## src/rtl/st_demultiplexer.sv

```systemverilog
// st_demultiplexer: 1:2 packet demultiplexer. Each whole packet (sop..eop) goes to out0 or out1,
//   chosen by in_channel on the sop beat. Each output has a registered 2-entry skid buffer.
// Latency: 1 cycle from input accept to output valid.
// Backpressure: in_ready follows a registered "room" flag of the selected output only. No
//   combinational path from out*_ready to in_ready. Beats outside a packet are always accepted
//   and dropped.
// Ports: clk/reset_n (async active-low); in_* upstream stream with channel tag; out0_*/out1_*
//   per-channel streams; pkt_cnt0/pkt_cnt1/drop_cnt statistics; proto_err sticky framing error.
module st_demultiplexer #(
  parameter int DWIDTH    = 8,
  parameter int CNT_WIDTH = 16
) (
  input  logic                 clk,
  input  logic                 reset_n,
  // merged input stream
  input  logic                 in_valid,
  output logic                 in_ready,
  input  logic [DWIDTH-1:0]    in_data,
  input  logic                 in_channel,
  input  logic                 in_sop,
  input  logic                 in_eop,
  // channel 0 output
  output logic                 out0_valid,
  input  logic                 out0_ready,
  output logic [DWIDTH-1:0]    out0_data,
  output logic                 out0_sop,
  output logic                 out0_eop,
  // channel 1 output
  output logic                 out1_valid,
  input  logic                 out1_ready,
  output logic [DWIDTH-1:0]    out1_data,
  output logic                 out1_sop,
  output logic                 out1_eop,
  // statistics
  output logic [CNT_WIDTH-1:0] pkt_cnt0,
  output logic [CNT_WIDTH-1:0] pkt_cnt1,
  output logic [CNT_WIDTH-1:0] drop_cnt,
  output logic                 proto_err
);

  typedef enum logic {
    IDLE   = 1'b0,
    IN_PKT = 1'b1
  } state_t;

  state_t state, state_nxt;
  logic   lat_ch, lat_ch_nxt;

  // Set on the first edge after reset release. It keeps in_ready low during reset,
  // including on the always-accept drop path.
  logic   active;

  // Per-channel skid buffer: a head entry drives the outputs, and a second (skid) entry
  // holds one more beat.
  logic [1:0][DWIDTH-1:0] hd_data, sk_data;
  logic [1:0]             hd_sop, hd_eop, sk_sop, sk_eop;
  logic [1:0][1:0]        cnt, cnt_nxt;
  logic [1:0]             rdy;      // registered: buffer has room after this cycle's updates
  logic [1:0]             push, pop;
  logic [1:0]             out_rdy;

  logic sel;
  logic drop_path;
  logic accept;
  logic fwd_beat;
  logic drop_beat;

  assign out_rdy = {out1_ready, out0_ready};

  // ------------------------------------------------------------------
  // Routing and input handshake
  // ------------------------------------------------------------------
  always_comb begin
    sel       = (state == IDLE || in_sop) ? in_channel : lat_ch;
    // A non-sop beat while idle belongs to no packet. Accept it without
    // looking at buffer room, so a stray beat never stalls the stream.
    drop_path = (state == IDLE) && !in_sop;
    in_ready  = drop_path ? active : rdy[sel];
    accept    = in_valid && in_ready;
    drop_beat = accept && drop_path;
    fwd_beat  = accept && !drop_path;
  end

  always_comb begin
    for (int i = 0; i < 2; i++) begin
      push[i]    = fwd_beat && (sel == i[0]);
      pop[i]     = (cnt[i] != 2'd0) && out_rdy[i];
      cnt_nxt[i] = cnt[i] + {1'b0, push[i]} - {1'b0, pop[i]};
    end
  end

  // ------------------------------------------------------------------
  // Packet framing FSM
  // ------------------------------------------------------------------
  always_ff @(posedge clk or negedge reset_n) begin
    if (!reset_n) begin
      state  <= IDLE;
      lat_ch <= 1'b0;
    end else begin
      state  <= state_nxt;
      lat_ch <= lat_ch_nxt;
    end
  end

  always_comb begin
    state_nxt  = state;
    lat_ch_nxt = lat_ch;
    case (state)
      IDLE: begin
        if (fwd_beat) begin
          lat_ch_nxt = in_channel;
          state_nxt  = in_eop ? IDLE : IN_PKT;
        end
      end
      IN_PKT: begin
        if (fwd_beat) begin
          // A sop here truncates the open packet and re-latches the channel.
          lat_ch_nxt = sel;
          state_nxt  = in_eop ? IDLE : IN_PKT;
        end
      end
      default: state_nxt = IDLE;
    endcase
  end

  // ------------------------------------------------------------------
  // Skid buffers
  // ------------------------------------------------------------------
  always_ff @(posedge clk or negedge reset_n) begin
    if (!reset_n) begin
      hd_data <= '0;
      sk_data <= '0;
      hd_sop  <= '0;
      hd_eop  <= '0;
      sk_sop  <= '0;
      sk_eop  <= '0;
      cnt     <= '0;
      rdy     <= '0;
      active  <= 1'b0;
    end else begin
      active <= 1'b1;
      for (int i = 0; i < 2; i++) begin
        case ({push[i], pop[i]})
          2'b10: begin
            if (cnt[i] == 2'd0) begin
              hd_data[i] <= in_data;
              hd_sop[i]  <= in_sop;
              hd_eop[i]  <= in_eop;
            end else begin
              sk_data[i] <= in_data;
              sk_sop[i]  <= in_sop;
              sk_eop[i]  <= in_eop;
            end
          end
          2'b01: begin
            // The head leaves. The skid entry, if any, moves up.
            if (cnt[i] == 2'd2) begin
              hd_data[i] <= sk_data[i];
              hd_sop[i]  <= sk_sop[i];
              hd_eop[i]  <= sk_eop[i];
            end
          end
          2'b11: begin
            if (cnt[i] == 2'd1) begin
              hd_data[i] <= in_data;
              hd_sop[i]  <= in_sop;
              hd_eop[i]  <= in_eop;
            end else begin
              hd_data[i] <= sk_data[i];
              hd_sop[i]  <= sk_sop[i];
              hd_eop[i]  <= sk_eop[i];
              sk_data[i] <= in_data;
              sk_sop[i]  <= in_sop;
              sk_eop[i]  <= in_eop;
            end
          end
          default: ;
        endcase
        cnt[i] <= cnt_nxt[i];
        rdy[i] <= (cnt_nxt[i] < 2'd2);
      end
    end
  end

  assign out0_valid = (cnt[0] != 2'd0);
  assign out0_data  = hd_data[0];
  assign out0_sop   = hd_sop[0];
  assign out0_eop   = hd_eop[0];
  assign out1_valid = (cnt[1] != 2'd0);
  assign out1_data  = hd_data[1];
  assign out1_sop   = hd_sop[1];
  assign out1_eop   = hd_eop[1];

  // ------------------------------------------------------------------
  // Statistics
  // ------------------------------------------------------------------
  always_ff @(posedge clk or negedge reset_n) begin
    if (!reset_n) begin
      pkt_cnt0  <= '0;
      pkt_cnt1  <= '0;
      drop_cnt  <= '0;
      proto_err <= 1'b0;
    end else begin
      if (fwd_beat && in_eop) begin
        if (sel) pkt_cnt1 <= pkt_cnt1 + 1'b1;
        else     pkt_cnt0 <= pkt_cnt0 + 1'b1;
      end
      if (drop_beat) drop_cnt <= drop_cnt + 1'b1;
      if (drop_beat || (fwd_beat && state == IN_PKT && in_sop)) proto_err <= 1'b1;
    end
  end

endmodule

```

## config.mk

```make
export PLATFORM = sky130hd
export DESIGN_NAME = st_demultiplexer
export DESIGN_NICKNAME = d
export VERILOG_FILES = /design/src/rtl/st_demultiplexer.sv
export SDC_FILE = /design/constraint.sdc
export NUM_CORES = 1
export LEC_CHECK = 0
export ABC_CLOCK_PERIOD_IN_PS = 2500
export CAP_MARGIN = 30
export CORE_MARGIN = 4
export CORE_UTILIZATION = 50
export CTS_BUF_LIST = sky130_fd_sc_hd__clkbuf_8
export DETAILED_ROUTE_END_ITERATION = 10
export DONT_BUFFER_PORTS = 1
export PLACE_DENSITY_LB_ADDON = 0.12
export SYNTH_ARGS = -nofsm -noshare
export SYNTH_HDL_FRONTEND = slang
export SYNTH_SLANG_ARGS = --single-unit
```

## constraint.sdc

```tcl
create_clock -name clk -period 2.5 [get_ports clk]
set_clock_uncertainty 0.05 [all_clocks]
set_input_delay 0.25 -clock clk [delete_from_list [all_inputs] [get_ports clk]]
set_output_delay 0.25 -clock clk [all_outputs]
set_load 0.05 [all_outputs]
```

==> impl_metrics.csv <==
group,metric,value,unit
power_and_ir_drop,p_sw_share,43.6,%
sta,layout_setup_ws,0.0801,ns
die,core_region_area,0.00928,mm²
logic_synthesis,syn_avg_cell_area,12.4,µm²
sta,grt_setup_unrepaired,"yes",
cells_and_area,final_cell_mix,"dfrtp_1, mux2_2, xor2_1, buf_4, nand2_1",
routing,detail_route.wl_per_cell,17.9,µm
clock_network,htreeDepth,3,
clock_network,numCtsBuffers,9,
routing,drt-initial-drc-count,159,
cells_and_area,nets,466,
power_and_ir_drop,p_per_area,1140,mW/mm²
logic_synthesis,synth_top_flop_cell,"dfrtp_1",
outcome,violations,"negative hold slack",
power_and_ir_drop,p_sw,0.00276,W
logic_synthesis,seq_area_frac_synth,51.2,%
critical_path,rrSetupSlack,0.08,ns
critical_path,crit_type,"flip-flop to flip-flop",
global_route,grt_pass1_wl,17200,µm
logic_synthesis,syn_nets,417,
clock_network,clkSlewWorstSetupHoldPaths,0.11,ns
critical_path,required,2.70,ns
outcome,status,"finished with violations",
logic_synthesis,synth_area,0.00479,mm²
critical_path,start_kind,"flip-flop",
critical_path,crit_chain,"and3b_2 > a21o_1 > nand2_2 > inv_1 > buf_4 > ha_1 > a21o_1 > a21oi_4 > buf_12 > mux2_2",
place,port_buffers,0,
power_and_ir_drop,vdd_drop_max,0.623,mV
cells_and_area,post_route_cells_drive_above_1_share,28.1,%
sta,finalHoldViolations,98,
cells_and_area,layout_commonest_cell,"dfrtp_1",
clock_network,cts.sinks,98,
critical_path,crit_fanout,10,
power_and_ir_drop,seqPwrFrac,48.5,%
die,die_y,106,µm
clock_network,cts_tree,"done",
cells_and_area,final_cells,570,
sta,timing.fmax,413,MHz
routing,viasPerCell,5.64,
logic_synthesis,synth_warnings,0,
routing,antenna_left,0,
sta,max_slew.worst_pin.slew,0.978,ns
critical_path,worst_path_max_delay_cell,"dfrtp_1",
routing,dr.pass1.iters,4,
logic_synthesis,synth_cell_type_count,52,
clock_network,postCtsHoldBufs,11,
sta,setup_viol,0,
cells_and_area,diodes,0,
logic_synthesis,syn_inst,387,
global_route,antenna_found_initial,0,
die,start_util,51.6,%
die,io_pins,88,
place,placed_cells,540,
global_route,grt_max_degree,99,
global_route,overflow,0,
die,rows,35,
critical_path,critPathMaxStageDelay,0.44,ns
clock_network,clk_latency,0.36,ns
critical_path,cp_data_arrival_time,2.62,ns
power_and_ir_drop,pwr-share-comb,34.4,%
logic_synthesis,synth-edff-count,0,
sta,fin_crit_sh,96.8,%
clock_network,cts-root-buf,"clkbuf_8",
die,dieArea,0.0112,mm²
flow_run,drv_cap,0,
routing,drc,0,
place,place.gp.congestion,0.772,
logic_synthesis,ys_async_sr_fraction,100,%
global_route,grt_pass1_vias,3323,
critical_path,cp_common_cell,"a21o_1",
sta,maxSlewViolCount,0,
die,die_w,106,µm
routing,vias,3215,
cells_and_area,area_delta_synth_final,16.3,%
power_and_ir_drop,intPower,0.00358,W
place,pre_cts_ws,-0.0619,ns
place,hpwl,6700,µm
sta,whs,-0.488,ns
clock_network,cts_buffer_depth,2,
worst_hold_path,hp-class,"input port to async pin",
power_and_ir_drop,clkPwrFrac,17.1,%
global_route,grt_usage,19.1,%
power_and_ir_drop,leakagePower,2.62,nW
sta,slew_headroom,34.7,%
routing,drt-total-wl,10200,µm
critical_path,end_kind,"flip-flop",
sta,fin_crit,2.42,ns
logic_synthesis,synth_seq_cells,98,
## Yosys cell counts (all sizes together) (4+ instances only)
| library cell | number | share of area [%] |
|---|---|---|
| dfrtp | 98 | 51 |
| mux2 | 42 | 9.9 |
| xor2 | 34 | 6.2 |
| nand2 | 26 | 2.0 |
| nand3 | 22 | 2.3 |
| a22o | 20 | 3.7 |
| nor4 | 16 | 3.2 |
| xnor2 | 15 | 2.7 |
| ha | 14 | 3.7 |
| inv | 10 | 0.78 |
| nor3 | 10 | 1.0 |
| buf | 9 | 1.4 |
| and4 | 8 | 1.5 |
| nand4 | 7 | 0.91 |
| nand2b | 5 | 0.65 |
| o21ai | 5 | 0.52 |
| mux2i | 4 | 0.91 |
## power by group through the flow
stage | registers, W | clock network (W) | logic, W
after floorplan | 0.00320 | 0 | 0.00141
after detailed placement | 0.00310 | 0 | 0.00209
after global placement | 0.00309 | 0 | 0.00203
after CTS | 0.00307 | 0.00112 | 0.00213
after global routing | 0.00315 | 0.00119 | 0.00237
final | 0.00307 | 0.00109 | 0.00218
## worst max-delay path: cells and delay by family (launching register included)
| family | cells | cell delay, ns |
|---|---|---|
| AOI/OAI and AO/OA | 3 | 0.56 |
| and+or+nand+nor | 2 | 0.37 |
| muxes | 1 | 0.35 |
| DFF | 1 | 0.44 |
| buffers and inverters | 3 | 0.35 |
| adders and majority gates | 1 | 0.22 |
## flip-flops by register name (all words and copies together), names as in the netlist, 2 cells and up, named ones only
register,flops
out1_data,8
pkt_cnt1,16
sk_eop,2
out0_data,8
pkt_cnt0,16
cnt,4
sk_data,16
drop_cnt,16
rdy,2
sk_sop,2
hd_sop,2
hd_eop,2
## per-stage QoR
step | hold slack (ns) | power (W) | util [%] | cell area (µm²) | setup TNS, ns
floorplan | -0.0956 | 0.00460 | - | 4830 | 0
global placement | -0.0932 | 0.00512 | 55.8 | 5180 | 0
detailed placement | -0.0929 | 0.00520 | 55.8 | 5180 | -0.656
CTS | -0.508 | 0.00632 | 59.3 | 5510 | 0
global route | -0.523 | 0.00672 | 60.0 | 5570 | -0.0354
finish | -0.488 | 0.00634 | 60.0 | 5570 | 0
## per-layer routing
| layer | global-route usage, % | vias to the layer above | wire length, µm |
|---|---|---|---|
| met4 | 4.53 | 0 | 89 |
| li1 | - | 1514 | - |
| met5 | 0 | - | 0 |
| met2 | 29.6 | 72 | 4780 |
| met1 | 26.0 | 1619 | 4650 |
| met3 | 6.56 | 10 | 655 |
## final timing paths
path	startpoint	to	cells after the start
hold / removal	reset_n	pkt_cnt0[3]	0
setup reg to reg	flip-flop	out1_data[4]	10
max in group asynchronous	reset_n	drop_cnt[2]	0
hold reg to reg	sk_data[1]	sk_data[1]	1
setup / recovery	flip-flop	out1_data[4]	10
min in group clk	in_eop	flip-flop	2
## kinds of logic (layout without fill, tap and decap cells)
group                    Yosys count  after routing  share of synthesized area [%]
AND/OR/NAND/NOR                  114            114                           15.0
flip-flops                        98             98                           51.2
XOR/XNOR                          49             49                           8.96
multiplexers                      46             46                           10.8
AO/OA/AOI/OAI                     44             45                           7.99
buffers and inverters             21             74                           2.35
adder cells (fa/ha/maj)           14             14                           3.66
other                              1              1                         0.0783
## cell type report
type	instances	area (µm²)
Clock inverter	7	80.1
Timing Repair Buffer	48	417
Multi-Input combinational cell	269	2300
Inverter	10	37.5
Tap cell	129	161
Clock buffer	9	124
Sequential cell	98	2450
Fill cell	790	3710
## what timing repair did
item,in CTS,in global routing
pin swaps,0,3
setup buffers,0,2
gates resized for setup,3,10
endpoints found under the setup margin,20,39
gates cloned,0,1
endpoints found under the hold margin,118,98
Power figures use the tool's default switching activity.
